### src/rtl/xc_malu_pkg.sv
// Shared definitions for the iterative multiply/divide unit: state encoding,
// micro-op bit positions and the iteration counter width.
package xc_malu_pkg;

  localparam logic [2:0] ST_IDLE = 3'd0;
  localparam logic [2:0] ST_MUL  = 3'd1;
  localparam logic [2:0] ST_DIV  = 3'd2;
  localparam logic [2:0] ST_FIX  = 3'd3;
  localparam logic [2:0] ST_DONE = 3'd4;

  localparam int UOP_MUL   = 0;
  localparam int UOP_MULU  = 1;
  localparam int UOP_MULSU = 2;
  localparam int UOP_CLMUL = 3;
  localparam int UOP_DIV   = 4;
  localparam int UOP_DIVU  = 5;
  localparam int UOP_REM   = 6;
  localparam int UOP_REMU  = 7;
  localparam int UOP_NUM   = 8;

  // Wide enough to hold XLEN itself, the longest (divide) iteration count.
  function automatic int ctr_width(input int xlen);
    return $clog2(xlen) + 1;
  endfunction

endpackage

### src/rtl/xc_malu_divstep.sv
// One restoring-division step: shift in the next dividend bit and subtract
// the divisor when it fits.
module xc_malu_divstep #(
  parameter int XLEN = 32
) (
  input  logic [XLEN-1:0] rem_in,
  input  logic [XLEN-1:0] divisor,
  input  logic            bit_in,
  output logic [XLEN-1:0] rem_out,
  output logic            q_bit
);

  logic [XLEN:0] shifted_s;
  logic [XLEN:0] diff_s;

  assign shifted_s = {rem_in, bit_in};
  assign diff_s    = shifted_s - {1'b0, divisor};
  assign q_bit     = (shifted_s >= {1'b0, divisor});
  // The kept value is always below the divisor, so it fits back into XLEN bits.
  assign rem_out   = q_bit ? diff_s[XLEN-1:0] : shifted_s[XLEN-1:0];

endmodule

### src/rtl/xc_malu_iter.sv
// Iterative multiply/divide unit: magnitude datapath with STEP-bit radix
// multiply, restoring divide, and a registered sign-fixup stage.
module xc_malu_iter
  import xc_malu_pkg::*;
#(
  parameter int XLEN = 32,
  parameter int STEP = 1
) (
  input  logic              clock,
  input  logic              resetn,
  input  logic              flush,
  input  logic              valid,
  input  logic [XLEN-1:0]   rs1,
  input  logic [XLEN-1:0]   rs2,
  input  logic              uop_mul,
  input  logic              uop_mulu,
  input  logic              uop_mulsu,
  input  logic              uop_clmul,
  input  logic              uop_div,
  input  logic              uop_divu,
  input  logic              uop_rem,
  input  logic              uop_remu,
  output logic [2*XLEN-1:0] result,
  output logic              ready
);

  localparam int CTR_W = ctr_width(XLEN);
  localparam logic [CTR_W-1:0] CTR_ONE  = CTR_W'(1);
  localparam logic [CTR_W-1:0] MUL_LAST = CTR_W'(XLEN / STEP - 1);
  localparam logic [CTR_W-1:0] DIV_LAST = CTR_W'(XLEN - 1);

  logic [UOP_NUM-1:0] uop_s;
  logic               accept_s, is_mul_op_s, a_signed_s, b_signed_s;
  logic               a_neg_s, b_neg_s, neg_s;
  logic [XLEN-1:0]    a_mag_s, b_mag_s;
  logic [2*XLEN-1:0]  pp_s, mul_fix_s, result_nx_s;
  logic [XLEN-1:0]    div_val_s, div_fix_s, rem_nx_s;
  logic               q_bit_s;

  logic [2:0]         state_r;
  logic [CTR_W-1:0]   counter_r;
  logic [2*XLEN-1:0]  acc_r, mcand_r, result_r;
  logic [XLEN-1:0]    mplier_r, dvd_r, dvs_r, rem_r;
  logic               neg_r, is_mul_r, is_clmul_r, sel_rem_r, ready_r;

  assign uop_s = {uop_remu, uop_rem, uop_divu, uop_div,
                  uop_clmul, uop_mulsu, uop_mulu, uop_mul};

  assign accept_s    = valid && !flush && $onehot(uop_s);
  assign is_mul_op_s = uop_s[UOP_MUL] | uop_s[UOP_MULU] | uop_s[UOP_MULSU] | uop_s[UOP_CLMUL];
  assign a_signed_s  = uop_s[UOP_MUL] | uop_s[UOP_MULSU] | uop_s[UOP_DIV] | uop_s[UOP_REM];
  assign b_signed_s  = uop_s[UOP_MUL] | uop_s[UOP_DIV] | uop_s[UOP_REM];
  assign a_neg_s     = a_signed_s & rs1[XLEN-1];
  assign b_neg_s     = b_signed_s & rs2[XLEN-1];
  // A zero divisor yields an all-ones quotient that must not be negated.
  assign neg_s = (uop_s[UOP_MUL] & (a_neg_s ^ b_neg_s))
               | (uop_s[UOP_MULSU] & a_neg_s)
               | (uop_s[UOP_DIV] & (a_neg_s ^ b_neg_s) & (|rs2))
               | (uop_s[UOP_REM] & a_neg_s);

  // Operand magnitudes latched on acceptance.
  always_comb begin
    a_mag_s = rs1;
    b_mag_s = rs2;
    if (a_neg_s) a_mag_s = -rs1;
    else         a_mag_s = rs1;
    if (b_neg_s) b_mag_s = -rs2;
    else         b_mag_s = rs2;
  end

  // Partial product for this cycle's STEP multiplier bits.
  always_comb begin
    pp_s = acc_r;
    for (int j = 0; j < STEP; j++) begin
      if (mplier_r[j]) begin
        if (is_clmul_r) pp_s = pp_s ^ (mcand_r << j);
        else            pp_s = pp_s + (mcand_r << j);
      end else begin
        pp_s = pp_s;
      end
    end
  end

  xc_malu_divstep #(.XLEN(XLEN)) u_divstep (
    .rem_in  (rem_r),
    .divisor (dvs_r),
    .bit_in  (dvd_r[XLEN-1]),
    .rem_out (rem_nx_s),
    .q_bit   (q_bit_s)
  );

  // Sign fixup applied in FIX.
  always_comb begin
    mul_fix_s = acc_r;
    div_val_s = dvd_r;
    div_fix_s = dvd_r;
    if (neg_r) mul_fix_s = -acc_r;
    else       mul_fix_s = acc_r;
    if (sel_rem_r) div_val_s = rem_r;
    else           div_val_s = dvd_r;
    if (neg_r) div_fix_s = -div_val_s;
    else       div_fix_s = div_val_s;
    if (is_mul_r) result_nx_s = mul_fix_s;
    else          result_nx_s = {{XLEN{1'b0}}, div_fix_s};
  end

  // Control FSM and iterative datapath registers.
  always_ff @(posedge clock or negedge resetn) begin
    if (!resetn) begin
      state_r    <= ST_IDLE;
      counter_r  <= {CTR_W{1'b0}};
      acc_r      <= {(2*XLEN){1'b0}};
      mcand_r    <= {(2*XLEN){1'b0}};
      result_r   <= {(2*XLEN){1'b0}};
      mplier_r   <= {XLEN{1'b0}};
      dvd_r      <= {XLEN{1'b0}};
      dvs_r      <= {XLEN{1'b0}};
      rem_r      <= {XLEN{1'b0}};
      neg_r      <= 1'b0;
      is_mul_r   <= 1'b0;
      is_clmul_r <= 1'b0;
      sel_rem_r  <= 1'b0;
      ready_r    <= 1'b0;
    end else if (flush) begin
      state_r <= ST_IDLE;
      ready_r <= 1'b0;
    end else begin
      case (state_r)
        ST_IDLE: begin
          ready_r <= 1'b0;
          if (accept_s) begin
            state_r    <= is_mul_op_s ? ST_MUL : ST_DIV;
            counter_r  <= {CTR_W{1'b0}};
            acc_r      <= {(2*XLEN){1'b0}};
            mcand_r    <= {{XLEN{1'b0}}, a_mag_s};
            mplier_r   <= b_mag_s;
            dvd_r      <= a_mag_s;
            dvs_r      <= b_mag_s;
            rem_r      <= {XLEN{1'b0}};
            neg_r      <= neg_s;
            is_mul_r   <= is_mul_op_s;
            is_clmul_r <= uop_s[UOP_CLMUL];
            sel_rem_r  <= uop_s[UOP_REM] | uop_s[UOP_REMU];
          end
        end
        ST_MUL: begin
          if (!valid) begin
            state_r <= ST_IDLE;
          end else begin
            acc_r     <= pp_s;
            mcand_r   <= mcand_r << STEP;
            mplier_r  <= mplier_r >> STEP;
            counter_r <= counter_r + CTR_ONE;
            if (counter_r == MUL_LAST) state_r <= ST_FIX;
          end
        end
        ST_DIV: begin
          if (!valid) begin
            state_r <= ST_IDLE;
          end else begin
            rem_r     <= rem_nx_s;
            dvd_r     <= {dvd_r[XLEN-2:0], q_bit_s};
            counter_r <= counter_r + CTR_ONE;
            if (counter_r == DIV_LAST) state_r <= ST_FIX;
          end
        end
        ST_FIX: begin
          if (!valid) begin
            state_r <= ST_IDLE;
          end else begin
            result_r <= result_nx_s;
            state_r  <= ST_DONE;
          end
        end
        ST_DONE: begin
          ready_r <= 1'b1;
        end
        default: begin
          state_r <= ST_IDLE;
          ready_r <= 1'b0;
        end
      endcase
    end
  end

  assign result = result_r;
  assign ready  = ready_r;

endmodule

### config.mk
export PLATFORM = sky130hd
export DESIGN_NAME = xc_malu_iter
export DESIGN_NICKNAME = d
export VERILOG_FILES = /design/src/rtl/xc_malu_pkg.sv /design/src/rtl/xc_malu_divstep.sv /design/src/rtl/xc_malu_iter.sv
export SDC_FILE = /design/constraint.sdc
export NUM_CORES = 1
export LEC_CHECK = 0
export ABC_CLOCK_PERIOD_IN_PS = 3500
export BUFFER_PORTS_ARGS = -buffer_cell sky130_fd_sc_hd__buf_2
export CORE_ASPECT_RATIO = 0.7
export CORE_UTILIZATION = 50
export CTS_BUF_LIST = sky130_fd_sc_hd__clkbuf_4 sky130_fd_sc_hd__clkbuf_8
export DETAILED_ROUTE_END_ITERATION = 7
export PLACE_DENSITY = 0.69
export SLEW_MARGIN = 20
export SYNTH_ARGS = -nofsm -noshare
export SYNTH_HDL_FRONTEND = slang
export SYNTH_HIERARCHICAL = 1
export SYNTH_SLANG_ARGS = --single-unit
### constraint.sdc
create_clock -name clock -period 3.5 [get_ports clock]
set_input_delay 1.05 -clock clock [delete_from_list [all_inputs] [get_ports clock]]
set_output_delay 1.05 -clock clock [all_outputs]
set_load 0.02 [all_outputs]
==> impl_results.md <==
- Post-layout nets: 3651
- CP arrival: 4670 ps
- Final HPWL DP: 76.0 mm
- Final Cycle Share: 1.17
- Ys flop type: dfrtp_1
- Most area-hungry cell type in the Yosys netlist: dfrtp_1
- Sink Count: 334
- Initial antenna violation count: 6
- Largest net degree at the start of global routing: 93
- Final setup viols: 274
- Mapped cell area: 24500 µm²
- CTS root buf: clkbuf_8
- Least-Margin Pin Slew: 1000 ps
- Tot Pwr: 28.8 mW
- Hold Path Class: in -> async
- FP Rows: 67
- Final Hold Vio Count: 0
- Routed WL per cell: 24.7 µm
- Startpoint types: primary input
- Max-Cap Viols: 0
- Critical path class: in -> reg
- Peak supply drop: 1.72 mV
- Post-route antenna net violation count: 0
- Post-synth EDFFs: 0
- Synth area leaders: dfrtp_1 34%, nand2_1 8.2%, o21ai_0 7.6%
- Synth Area in Adders: 0.0585
- Placer Congestion: 1.03
- CTS Hold Bufs: 0
- Post-Synth Simple-Gate Area: 0.210
- CP endpoint kind: flop
- Syn. warnings: 6
- Leak: 14.6 nW
- Ports: 141
- Chip height: 187 µm
- Post-synthesis mux area share: 0.0336
- Vias in the first global route: 23799
- Syn_area_per_cell: 7.87 µm²
- Max clock buf depth: 3
- Die extent in x: 266 µm
- Async set or reset register ratio after synthesis: 1.00
- Die Area: 49900 µm²
- Yosys reg bits: 334
- Pre-antenna DRT Iters: 6
- CP most frequent cell: buf_12
- Fillers: 4234
- IO buf count: 140
- Critical path's slowest cell: fa_1
- Syn Nets: 3296
- Drt drc: 0
- Slew headroom: 0.331
- Core ar.: 48100 µm²
- Post-synthesis sequential area ratio: 0.341
- Multi-input logic area: 16000 µm²
- Required time worst endpoint: 4070 ps
- FF/Latch Area: 8360 µm²
- Critical Path, Cell by Cell: buf_12, inv_12, fa_1, fa_1, fa_1, inv_1, ha_2, inv_2, fa_2, nand3b_1, a21oi_4, buf_12, o21ai_4, buf_4, buf_12, buf_12, clkbuf_16, o21ai_1
- Failing checks: negative setup slack
- Worst hold margin: 358 ps
- Crit path time final: 4090 ps
- Final setup margin: -592 ps
- Count of pins over their slew limit: 0
- CTS Buf Count: 55
- DR vias/cell: 6.24
- H-tree levels: 2
- Post-Route WL: 103 mm
- Final TNS setup: -117600 ps
- GRT Util Overall: 0.395
- Global-route wire length before repair: 149 mm
- Clk Latency, worst-skew pair: 680 ps
- Main combinational cell family by area after synthesis: compound AO/OA/AOI/OAI gates
- Power density cells: 923 nW/µm²
- GRT overflow: 0
- Vias: 26000
- Fraction of layout cells with a size suffix above 1: 0.253
- Max Freq: 244 MHz
- Synth Area in XOR/XNOR: 0.0819
- Critical path fanouts, max: 10
- Post-Place Setup Slack: -1430 ps
- Clk slew on worst S/H paths: 70 ps
- Area Overhead vs Synth: 27.4%
- Post-synthesis cell type count: 94
- RSZ-0062 raised after global routing: yes
- Starting Density: 0.509
- Slowest stage delay, CP: 540 ps
- Status: finished, violations left
- FF-to-FF path depth: 14
- Gate Count Post-Synth: 3110
- CTS tree: done
- Clock skew: 34.3 ps
- Share of the synthesized area in the top cell type: 0.341
- Iteration-0 DRC count of the detailed router: 3434
- Compound-cell area share of the yosys netlist: 0.228
layout by cell type (no fill, tap or decap), drive strengths merged, types with 30 or more instances in the layout:
cell | netlist | routed
o21bai | 30 | 30
a21o | 46 | 46
a21oi | 273 | 273
nand3 | 70 | 70
clkbuf | 169 | 96
nor2 | 244 | 244
inv | 101 | 102
o21ai | 381 | 381
xor2 | 107 | 107
ha | 104 | 104
o31ai | 57 | 57
dfrtp | 334 | 334
buf | 19 | 474
xnor2 | 122 | 122
nor3 | 64 | 64
nand4 | 42 | 42
nand2 | 533 | 533
or3 | 36 | 36
mux2i | 44 | 44
cells in the mapped netlist (all sizes together), types with 17 or more instances:
cell    instances
nor2          244
nor3           64
mux2i          44
or3            36
o21bai         30
ha            104
a31oi          17
o31ai          57
o21ai         381
inv           101
nand4          42
a21o           46
clkbuf        169
xor2          107
nor4           18
buf            19
nand3          70
nand2         533
xnor2         122
dfrtp         334
mux2           29
or4            18
o41ai          22
a21oi         273
repair_timing:
item / CTS / global route
cloned: 16 / 18
resized for setup: 230 / 203
pin swaps: 51 / 42
buffers inserted: 21 / 19
setup endpoints to repair: 270 / 287
worst max-delay path, delay by kind of cell:
| family | cells | cell delay [ps] |
|---|---|---|
| AO/OA/AOI/OAI | 3 | 450 |
| adder cells (fa/ha/maj) | 5 | 1910 |
| buffers and inverters | 9 | 1030 |
| AND/OR/NAND/NOR | 1 | 210 |
power breakdown:
| part | switching (mW) | leakage, nW | internal, mW | total, mW |
|---|---|---|---|---|
| Sequential | 1.46 | 4.44 | 5.06 | 6.52 |
| Clock | 1.79 | 0.644 | 2.14 | 3.92 |
| Combinational | 10.9 | 9.47 | 7.46 | 18.4 |
final cells by class:
cell class | count | share of cell area
diodes | 4 | 0.000321
inverters | 101 | 0.0126
well taps | 655 | 0.0263
flip-flops and latches | 334 | 0.268
multi-input cells | 2487 | 0.514
clock buffers | 84 | 0.0337
clock inverters | 15 | 0.00529
repair buffers | 486 | 0.140
stage by stage:
stage | std cells | utilization | cell area, µm²
after floorplan | 3110 | - | 24800
after global placement | 4002 | 0.576 | 27700
after detailed placement | 4002 | 0.576 | 27700
after CTS | 4136 | 0.626 | 30100
after global routing | 4164 | 0.648 | 31200
final | 4166 | 0.648 | 31200
worst paths after layout:
| path | from | endpoint | slack (ps) |
|---|---|---|---|
| worst max-delay path | uop_mul | mplier_r[19] | -590 |
| worst min-delay path | resetn | rem_r[2] | 360 |
| worst max register to register | acc_r[4] | acc_r[57] | -440 |
| worst min register to register | result[42] | result[42] | 470 |
| max in group asynchronous | resetn | dvd_r[27] | 2270 |
| min in group clock | result[42] | result[42] | 470 |
layer usage:
metal	global-route usage	wire length [µm]	vias up	share of wire
li1	-	-	11719	-
met1	0.637	47900	12774	0.47
met2	0.492	38000	1376	0.37
met3	0.143	15200	123	0.15
met4	0.0645	1470	8	0.014
met5	0	241	-	0.0023
sequential cells by signal (all words and copies together) (netlist names), 3 cells and up:
signal and count:
state_r 3, acc_r 64, dvs_r 32, mcand_r 64, result 64, counter_r 6
rem_r 32, mplier_r 32, dvd_r 32
logic make-up (layout without fill, tap and decap cells):
family / after synthesis / in the layout
AND/OR/NAND/NOR: 1129 / 1129
XOR/XNOR: 229 / 229
flip-flops: 334 / 334
adder cells (fa/ha/maj): 111 / 111
other: 0 / 4
multiplexers: 74 / 74
AO/OA/AOI/OAI: 944 / 944
buffers and inverters: 289 / 686
Note: power is estimated with default switching activity, not from simulation.
